### src/rtl/adpll_pkg.sv
// Shared ADPLL definitions: counter instruction codes and phase detector state encodings.
package adpll_pkg;

    // Instruction sent to the downstream up/down counter; 2'b11 is never produced.
    typedef enum logic [1:0] {
        INSTR_DISABLE    = 2'b00,
        INSTR_COUNT_UP   = 2'b01,
        INSTR_COUNT_DOWN = 2'b10
    } instr_e;

    // Phase detector states: idle, or waiting for the lagging clock edge.
    typedef enum logic [1:0] {
        IDLE     = 2'b00,
        WAIT_DCO = 2'b01,
        WAIT_REF = 2'b10
    } pfd_state_e;

    // Moore decode from detector state to counter instruction.
    function automatic instr_e state_to_instr(input pfd_state_e st);
        case (st)
            WAIT_DCO: return INSTR_COUNT_UP;
            WAIT_REF: return INSTR_COUNT_DOWN;
            default:  return INSTR_DISABLE;
        endcase
    endfunction

endpackage

### src/rtl/pfd_instr_gen_if.sv
// Output bundle of the phase detector towards the counter / loop filter.
interface pfd_instr_gen_if #(
    parameter int unsigned WIDTH = 20
);
    logic [1:0]              count_instr_o;
    logic                    clear_o;
    logic signed [WIDTH-1:0] phase_err_o;
    logic                    err_valid_o;
    logic                    timeout_o;

    modport master (
        output count_instr_o,
        output clear_o,
        output phase_err_o,
        output err_valid_o,
        output timeout_o
    );

    modport slave (
        input count_instr_o,
        input clear_o,
        input phase_err_o,
        input err_valid_o,
        input timeout_o
    );
endinterface

### src/rtl/sync_rise_det.sv
// Multi-flop synchronizer for an asynchronous clock input followed by a rising-edge detector.
module sync_rise_det #(
    parameter int unsigned SYNC_STAGES = 2
) (
    input  logic clk_i,
    input  logic rst_ni,
    input  logic async_i,
    output logic rise_o
);

    logic [SYNC_STAGES-1:0] sync_q;
    logic [SYNC_STAGES-1:0] sync_d;
    logic                   hist_q;
    logic                   hist_d;

    // Shift the raw input into the chain; history holds the previous synchronized value.
    always_comb begin
        sync_d = {sync_q[SYNC_STAGES-2:0], async_i};
        hist_d = sync_q[SYNC_STAGES-1];
    end

    // Synchronizer and history registers.
    always_ff @(posedge clk_i or negedge rst_ni) begin
        if (!rst_ni) begin
            sync_q <= '0;
            hist_q <= 1'b0;
        end else begin
            sync_q <= sync_d;
            hist_q <= hist_d;
        end
    end

    assign rise_o = sync_q[SYNC_STAGES-1] & ~hist_q;

endmodule

### src/rtl/pfd_instr_gen.sv
// Phase/frequency detector: measures the gap between REF and DCO rising edges and
// drives up/down instructions plus a signed window length to the loop.
module pfd_instr_gen
    import adpll_pkg::*;
#(
    parameter int unsigned WIDTH       = 20,
    parameter int unsigned SYNC_STAGES = 2,
    parameter int unsigned MAX_WAIT    = 1024
) (
    input  logic             fpga_clk_i,
    input  logic             reset_n_i,
    input  logic             enable_i,
    input  logic             ref_clk_i,
    input  logic             dco_clk_i,
    pfd_instr_gen_if.master  instr_if
);

    localparam logic [WIDTH-1:0] MAX_WAIT_W = WIDTH'(MAX_WAIT);

    logic ref_rise;
    logic dco_rise;

    pfd_state_e              state_q,     state_d;
    logic [WIDTH-1:0]        cnt_q,       cnt_d;
    logic signed [WIDTH-1:0] phase_err_q, phase_err_d;
    logic                    err_valid_q, err_valid_d;
    logic                    timeout_q,   timeout_d;
    logic                    enable_q,    enable_d;
    logic                    clear_q,     clear_d;

    sync_rise_det #(.SYNC_STAGES(SYNC_STAGES)) u_ref_det (
        .clk_i   (fpga_clk_i),
        .rst_ni  (reset_n_i),
        .async_i (ref_clk_i),
        .rise_o  (ref_rise)
    );

    sync_rise_det #(.SYNC_STAGES(SYNC_STAGES)) u_dco_det (
        .clk_i   (fpga_clk_i),
        .rst_ni  (reset_n_i),
        .async_i (dco_clk_i),
        .rise_o  (dco_rise)
    );

    // Next-state, window counter and result logic; closing rise has priority over timeout.
    always_comb begin
        state_d     = state_q;
        cnt_d       = cnt_q;
        phase_err_d = phase_err_q;
        err_valid_d = 1'b0;
        timeout_d   = 1'b0;
        enable_d    = enable_i;
        clear_d     = enable_i & ~enable_q;

        if (!enable_i) begin
            state_d = IDLE;
            cnt_d   = '0;
        end else begin
            case (state_q)
                IDLE: begin
                    cnt_d = '0;
                    if (ref_rise && !dco_rise) begin
                        state_d = WAIT_DCO;
                        cnt_d   = WIDTH'(1);
                    end else if (dco_rise && !ref_rise) begin
                        state_d = WAIT_REF;
                        cnt_d   = WIDTH'(1);
                    end
                end
                WAIT_DCO: begin
                    if (dco_rise) begin
                        state_d     = IDLE;
                        cnt_d       = '0;
                        phase_err_d = $signed(cnt_q);
                        err_valid_d = 1'b1;
                    end else if (cnt_q == MAX_WAIT_W) begin
                        state_d   = IDLE;
                        cnt_d     = '0;
                        timeout_d = 1'b1;
                    end else begin
                        cnt_d = cnt_q + WIDTH'(1);
                    end
                end
                WAIT_REF: begin
                    if (ref_rise) begin
                        state_d     = IDLE;
                        cnt_d       = '0;
                        phase_err_d = -$signed(cnt_q);
                        err_valid_d = 1'b1;
                    end else if (cnt_q == MAX_WAIT_W) begin
                        state_d   = IDLE;
                        cnt_d     = '0;
                        timeout_d = 1'b1;
                    end else begin
                        cnt_d = cnt_q + WIDTH'(1);
                    end
                end
                default: begin
                    state_d = IDLE;
                    cnt_d   = '0;
                end
            endcase
        end
    end

    // State and output registers.
    always_ff @(posedge fpga_clk_i or negedge reset_n_i) begin
        if (!reset_n_i) begin
            state_q     <= IDLE;
            cnt_q       <= '0;
            phase_err_q <= '0;
            err_valid_q <= 1'b0;
            timeout_q   <= 1'b0;
            enable_q    <= 1'b0;
            clear_q     <= 1'b0;
        end else begin
            state_q     <= state_d;
            cnt_q       <= cnt_d;
            phase_err_q <= phase_err_d;
            err_valid_q <= err_valid_d;
            timeout_q   <= timeout_d;
            enable_q    <= enable_d;
            clear_q     <= clear_d;
        end
    end

    assign instr_if.count_instr_o = state_to_instr(state_q);
    assign instr_if.clear_o       = clear_q;
    assign instr_if.phase_err_o   = phase_err_q;
    assign instr_if.err_valid_o   = err_valid_q;
    assign instr_if.timeout_o     = timeout_q;

endmodule

### src/flat_wrapper.sv
// flat-port wrapper written by rule: the top's interface ports become plain ports
module pfd_instr_gen_flat import adpll_pkg::*;
#(
    parameter int unsigned WIDTH       = 20,
    parameter int unsigned SYNC_STAGES = 2,
    parameter int unsigned MAX_WAIT    = 1024
)
  (fpga_clk_i, reset_n_i, enable_i, ref_clk_i, dco_clk_i, instr_if_count_instr_o, instr_if_clear_o, instr_if_phase_err_o, instr_if_err_valid_o, instr_if_timeout_o);
  pfd_instr_gen_if #(.WIDTH(WIDTH)) instr_if_i ();
  input  logic fpga_clk_i;
  input  logic reset_n_i;
  input  logic enable_i;
  input  logic ref_clk_i;
  input  logic dco_clk_i;
  output wire logic [$bits(instr_if_i.count_instr_o)-1:0] instr_if_count_instr_o;
  output wire logic [$bits(instr_if_i.clear_o)-1:0] instr_if_clear_o;
  output wire logic [$bits(instr_if_i.phase_err_o)-1:0] instr_if_phase_err_o;
  output wire logic [$bits(instr_if_i.err_valid_o)-1:0] instr_if_err_valid_o;
  output wire logic [$bits(instr_if_i.timeout_o)-1:0] instr_if_timeout_o;
  assign instr_if_count_instr_o = instr_if_i.count_instr_o;
  assign instr_if_clear_o = instr_if_i.clear_o;
  assign instr_if_phase_err_o = instr_if_i.phase_err_o;
  assign instr_if_err_valid_o = instr_if_i.err_valid_o;
  assign instr_if_timeout_o = instr_if_i.timeout_o;
  pfd_instr_gen #(.WIDTH(WIDTH), .SYNC_STAGES(SYNC_STAGES), .MAX_WAIT(MAX_WAIT)) u_core (.fpga_clk_i(fpga_clk_i), .reset_n_i(reset_n_i), .enable_i(enable_i), .ref_clk_i(ref_clk_i), .dco_clk_i(dco_clk_i), .instr_if(instr_if_i));
endmodule
### config.mk
export PLATFORM = sky130hd
export DESIGN_NAME = pfd_instr_gen_flat
export DESIGN_NICKNAME = d
export VERILOG_FILES = /design/src/rtl/adpll_pkg.sv /design/src/rtl/pfd_instr_gen_if.sv /design/src/rtl/sync_rise_det.sv /design/src/rtl/pfd_instr_gen.sv /design/src/flat_wrapper.sv
export SDC_FILE = /design/constraint.sdc
export NUM_CORES = 1
export LEC_CHECK = 0
export BUFFER_PORTS_ARGS = -buffer_cell sky130_fd_sc_hd__buf_2
export CAP_MARGIN = 5
export CORE_UTILIZATION = 50
export DETAILED_ROUTE_END_ITERATION = 8
export HOLD_SLACK_MARGIN = 0.03
export PLACE_DENSITY = 0.7
export SLEW_MARGIN = 20
export SYNTH_ARGS = -nofsm -noshare
export SYNTH_HDL_FRONTEND = slang
export SYNTH_SLANG_ARGS = --single-unit
### constraint.sdc
create_clock -name fpga_clk_i -period 2.87 [get_ports fpga_clk_i]
set_input_delay 0.4305 -clock fpga_clk_i [delete_from_list [all_inputs] [get_ports fpga_clk_i]]
set_output_delay 0.4305 -clock fpga_clk_i [all_outputs]
set_load 0.03 [all_outputs]
Yosys cells after proc, flatten, opt, wreduce, memory -nomap -nowiden:

Cells that the tools add are included.

* reductions and logical operators: 7
* mux-type cells: 27
* bitwise gates (word level): 6
* $add $sub $neg: 2
* equality and inequality tests: 6

Operators by type and width (count)
* $mux 20: 7
* $pmux 20 s3: 1
* $pmux 20 s2: 1
* $add 20x1->20 const B: 1
* $eq 20x11->1 const B: 1
* $neg 20->20: 1
* $mux 2: 6
* $mux 1: 8
* $pmux 2 s3: 1
* $ne 2x1->1 const B: 2
* $ne 4x2->1 const B: 1
* $pmux 1 s2: 2
* $pmux 2 s2: 1
* $reduce_and 4->1: 1
* $and 1x1->1: 3
* $not 1->1: 3
* $eq 2x1->1 const B: 1
* $eq 2x2->1 const B: 1
* $logic_and 1x1->1: 2
* $logic_not 1->1: 2
* $logic_not 2->1: 1
* $reduce_bool 2->1: 1

* word-level logic and storage cells: 59
* output and inout port bits: 25
* register bits: 52
* bits of input ports: 5

Logic depth before layout (Yosys ltp):

* depth in word-level cells: 8
* depth in mapped cells: 8
* depth with buffers taken out: 7

Hierarchy:

A second synthesis with hierarchy kept.

* cell total of the unflattened synthesis: 265
* area total of the unflattened synthesis: 2597.5 um2

By module, submodules not included
* pfd_instr_gen: cells each 257, seq. area each 1151.1 um2, area an instance 2419.8 um2, instances 1
* sync_rise_det: cells each 4, seq. area each 75.1 um2, area an instance 88.8 um2, instances 2

Worst setup path before layout:

Ideal clock, no wire load.

* path kind: register to register
* start point: reg u_core.cnt_q[0]
* end point: reg u_core.cnt_q[0]
* setup slack: 0.947 ns
* arrival time: 1.790 ns
* clock period less this slack: 1.923 ns
* path buffers: 1
* stages on the path, launching flop included: 9
* required time: 2.737 ns
* path through: dfrtp_1 inv_1 ha_1 nor3b_2 nand3_2 or4b_4 nand2_2 buf_6 o32ai_1

* cells in the longest elaborated chain, start to end: 5
* elaborated cells on any way between the ends: 7
* those cells by class: add/sub (1); eq/ne (1); mux (5)

Ends and longest elaborated chain
* start, declared: RTL line pfd_instr_gen.sv:24 `logic [WIDTH-1:0] cnt_q, cnt_d;`
* start signal, assigned: RTL line pfd_instr_gen.sv:118 `cnt_q <= cnt_d;`
* $add 20x1->20 or $eq 20x11->1 (tied branches)
* $mux 20 (*): RTL line pfd_instr_gen.sv:76, pfd_instr_gen.sv:90
* $mux 20 (on tied branches): RTL line pfd_instr_gen.sv:85, pfd_instr_gen.sv:71
* $pmux 20 s3 (*): RTL line pfd_instr_gen.sv:59 `case (state_q)`
* $mux 20 (*): RTL line pfd_instr_gen.sv:55 `if (!enable_i) begin`
* named net u_core.cnt_d[0]: RTL line pfd_instr_gen.sv:24

The timed path passes the listed nets; every way through them passes the cells marked *.
A chain may end at the register's enable or synchronous reset.

Final worst setup path:

* start point: reg u_core.cnt_q[0]
* end point: reg u_core.state_q[1]

* cells in the longest elaborated chain, start to end: 5
* elaborated cells on any way between the ends: 6
* those cells by class: eq/ne (1); mux (5)

Ends and longest elaborated chain
* $eq 20x11->1 (*): RTL line pfd_instr_gen.sv:76, pfd_instr_gen.sv:90
* $mux 2 (*)
* $mux 2 (on tied branches)
* $pmux 2 s3 (*)
* $mux 2 (*)
* end signal, assigned: RTL line pfd_instr_gen.sv:117 `state_q <= state_d;`
* end, declared: RTL line pfd_instr_gen.sv:23 `pfd_state_e state_q, state_d;`

Mark *: on every way between the ends. The rest lies on a longest branch, timed or not.

==> out/qor.yml <==
power.leakage_nw: 1.33
hpwl_um: 3470
cts-root-buf: "clkbuf_8"
htree_levels: 2
synth_seq_cells: 52
rows: 26
gp_congestion: 0.850
yosysTopAreaCellShare_pct: 48.8
setup_viol: 0
relSlewSlack_pct: 59.6
powerDensity_nw_per_um2: 701
hold_path.class: "in2async"
hold_viol: 0
max_freq_mhz: 438
postCtsHoldBufs: 0
vias_per_cell: 5.24
grt-ovfl-total: 0
use_met3_pct: 3.88
drc_errors: 0
met1_usage_pct: 27.0
coreArea_um2: 5110
cap_violations: 0
syn2layout_area_growth_pct: 9.30
drtAntennaViolNets: 0
dieArea_um2: 5630
final_layout_size_suffix_gt1_share_pct: 18.6
peakVddDrop_uv: 331
fin_tns_setup_ns: 0
rsz0062_at_grt: "no"
yosys_warnings: 0
drv_slew: 0
clk_pin_slew_ns: 0.09
synth_area_per_cell_um2: 10.0
synth_area_um2: 2670
antenna_cells: 0
syn_nets: 280
end_kind: "flip-flop"
die-height_um: 75.0
port_buffers: 29
synth_edf_count: 0
grt_pass1_wl_um: 8080
ios: 30
start_kind: "flip-flop"
synth-main-ff-cell: "dfrtp_1"
start_util_pct: 52.2
grt_max_degree: 29
path_class: "reg2reg"
antenna_found_initial: 0
status: "complete, no violations"
netlist_instances: 266
wirelength_um: 4740
worst_pin_slew_ns: 0.604
fp.dieW_um: 75.0
final_common_cell: "dfrtp_1"
fin_skew_ns: 0.00854
drtPass1Iterations: 4
async_reset_ff_share_pct: 100
wl_per_cell_um: 13.2
grt_pass1_vias: 1726
use_met2_pct: 30.1
postLayoutCellArea_um2: 2910
post_cts_buffers: 0
crit_arrival_ns: 2.44
cts_made_buffers: 5
clk_latency_ns: 0.30
synth_area_leaders: "dfrtp_1 49%, xor2_1 7.9%, nor2_1 5.9%"
vias: 1886
fin_crit_ns: 2.28
synth.distinct_cells: 42
grt_usage_pct: 19.2
cts_sinks: 52
crit_required_ns: 3.03
final_net_count: 303
ys_seq_area_share_pct: 48.8
cts_tree: "done"
post-route-period-util_pct: 79.5
ctsResizeCount: 0
drt_iter0_markers: 131
nFillCells: 468
clk_path_buf_depth: 2
yosysTopAreaCell: "dfrtp_1"
placed_area_um2: 2820
final_cell_mix: "52 x dfrtp_1, 42 x nor2_1, 29 x buf_2"
path_max_fanout: 20
top_usage_layer: "met2"
## cell usage after synthesis, types with 2 or more instances
master,number
dfrtp_1,52
nor2_1,42
xor2_1,24
nand2_1,19
a21oi_1,18
xnor2_1,12
nand3_1,10
ha_1,9
inv_1,7
o21ai_0,6
buf_2,5
nand4_1,5
o31ai_1,5
buf_4,4
clkbuf_1,4
nand2b_1,4
nor3_1,4
and4_1,3
buf_6,3
a22oi_1,2
and3_1,2
and3_2,2
mux2_2,2
nor2b_1,2
nor4_2,2
o32ai_1,2
## path summary, 6_finish.rpt
check                                                startpoint                                           to  slack (ns)  cells after the start
max                                   u_core.cnt_q[0]$_DFF_PN0_                u_core.state_q[1]$_DFFE_PN0P_        0.59                      7
min                                                   reset_n_i  u_core.instr_if.phase_err_o[16]$_DFFE_PN0P_         0.1                      1
max reg2reg                           u_core.cnt_q[0]$_DFF_PN0_                u_core.state_q[1]$_DFFE_PN0P_        0.59                      7
min reg2reg                u_core.u_dco_det.sync_q[0]$_DFF_PN0_         u_core.u_dco_det.sync_q[1]$_DFF_PN0_        0.35                      0
max in group asynchronous                             reset_n_i                u_core.state_q[1]$_DFFE_PN0P_        2.02                      2
min in group fpga_clk_i                               ref_clk_i         u_core.u_ref_det.sync_q[0]$_DFF_PN0_        0.24                      1
## power breakdown
part	internal (mW)	leakage, nW	switching, mW
clock network	0.193	0.0510	0.235
logic	0.197	0.614	0.472
registers	0.876	0.669	0.0699
total	1.27	1.33	0.776
## sequential cells by signal, indices dropped and copies added, names as in the netlist
signal and flops:
u_core.cnt_q 20, u_core.u_dco_det.hist_q 1, u_core.enable_q 1, u_core.u_dco_det.sync_q 2, u_core.instr_if.clear_o 1, u_core.u_ref_det.sync_q 2, u_core.state_q 2, u_core.instr_if.timeout_o 1
u_core.u_ref_det.hist_q 1, u_core.instr_if.err_valid_o 1, u_core.instr_if.phase_err_o 20
## critical path: stages, from the launching register on
cell and delay, ns:
dfrtp_1 0.47, inv_1 0.09, ha_1 0.18, nor3b_2 0.25, nand3_2 0.10, or4b_4 0.55
nand2_2 0.32, o32ai_1 0.17
## metal layers
layer | wire [um] | up-vias
met5 | 0 | -
met4 | 46 | 0
met3 | 270 | 5
met2 | 2140 | 52
met1 | 2280 | 889
li1 | - | 940
## cell type report
class                           instances  area (um2)  area share [%]
Clock inverter                          2        10.0           0.344
Inverter                                7        26.3           0.902
Sequential cell                        52        1300            44.7
Multi-Input combinational cell        190        1230            42.2
Clock buffer                            6        82.6            2.84
Tap cell                               70        87.6            3.01
Timing Repair Buffer                   33         175            6.01
## through the flow
| step | hold slack (ns) | cells | utilization (%) | worst slack, ns | total power, mW |
|---|---|---|---|---|---|
| 4_1_cts | 0.119 | 360 | 57.0 | 0.578 | 2.06 |
| 3_5_place_dp | 0.336 | 352 | 55.2 | 0.617 | 1.64 |
| 2_1_floorplan | 0.135 | 266 | - | 0.947 | 1.44 |
| 5_1_grt | 0.137 | 360 | 57.0 | 0.427 | 2.17 |
| 6_report | 0.0966 | 360 | 57.0 | 0.589 | 2.04 |
| 3_3_place_gp | 0.333 | 352 | 55.2 | 0.674 | 1.62 |
## logic make-up (layout without fill, tap and decap cells)
logic type                 count (synthesis)  count (layout)  share of synthesized area, %
muxes                                      3               3                          1.22
adders and majority gates                  9               9                          4.23
xor gates and xnor gates                  36              36                          11.8
buffers and inverters                     24              48                          5.02
DFF                                       52              52                          48.8
and+or+nand+nor                          105             105                          20.7
AOI/OAI and AO/OA                         37              37                          8.17
Note: power is estimated with default switching activity, not from simulation.
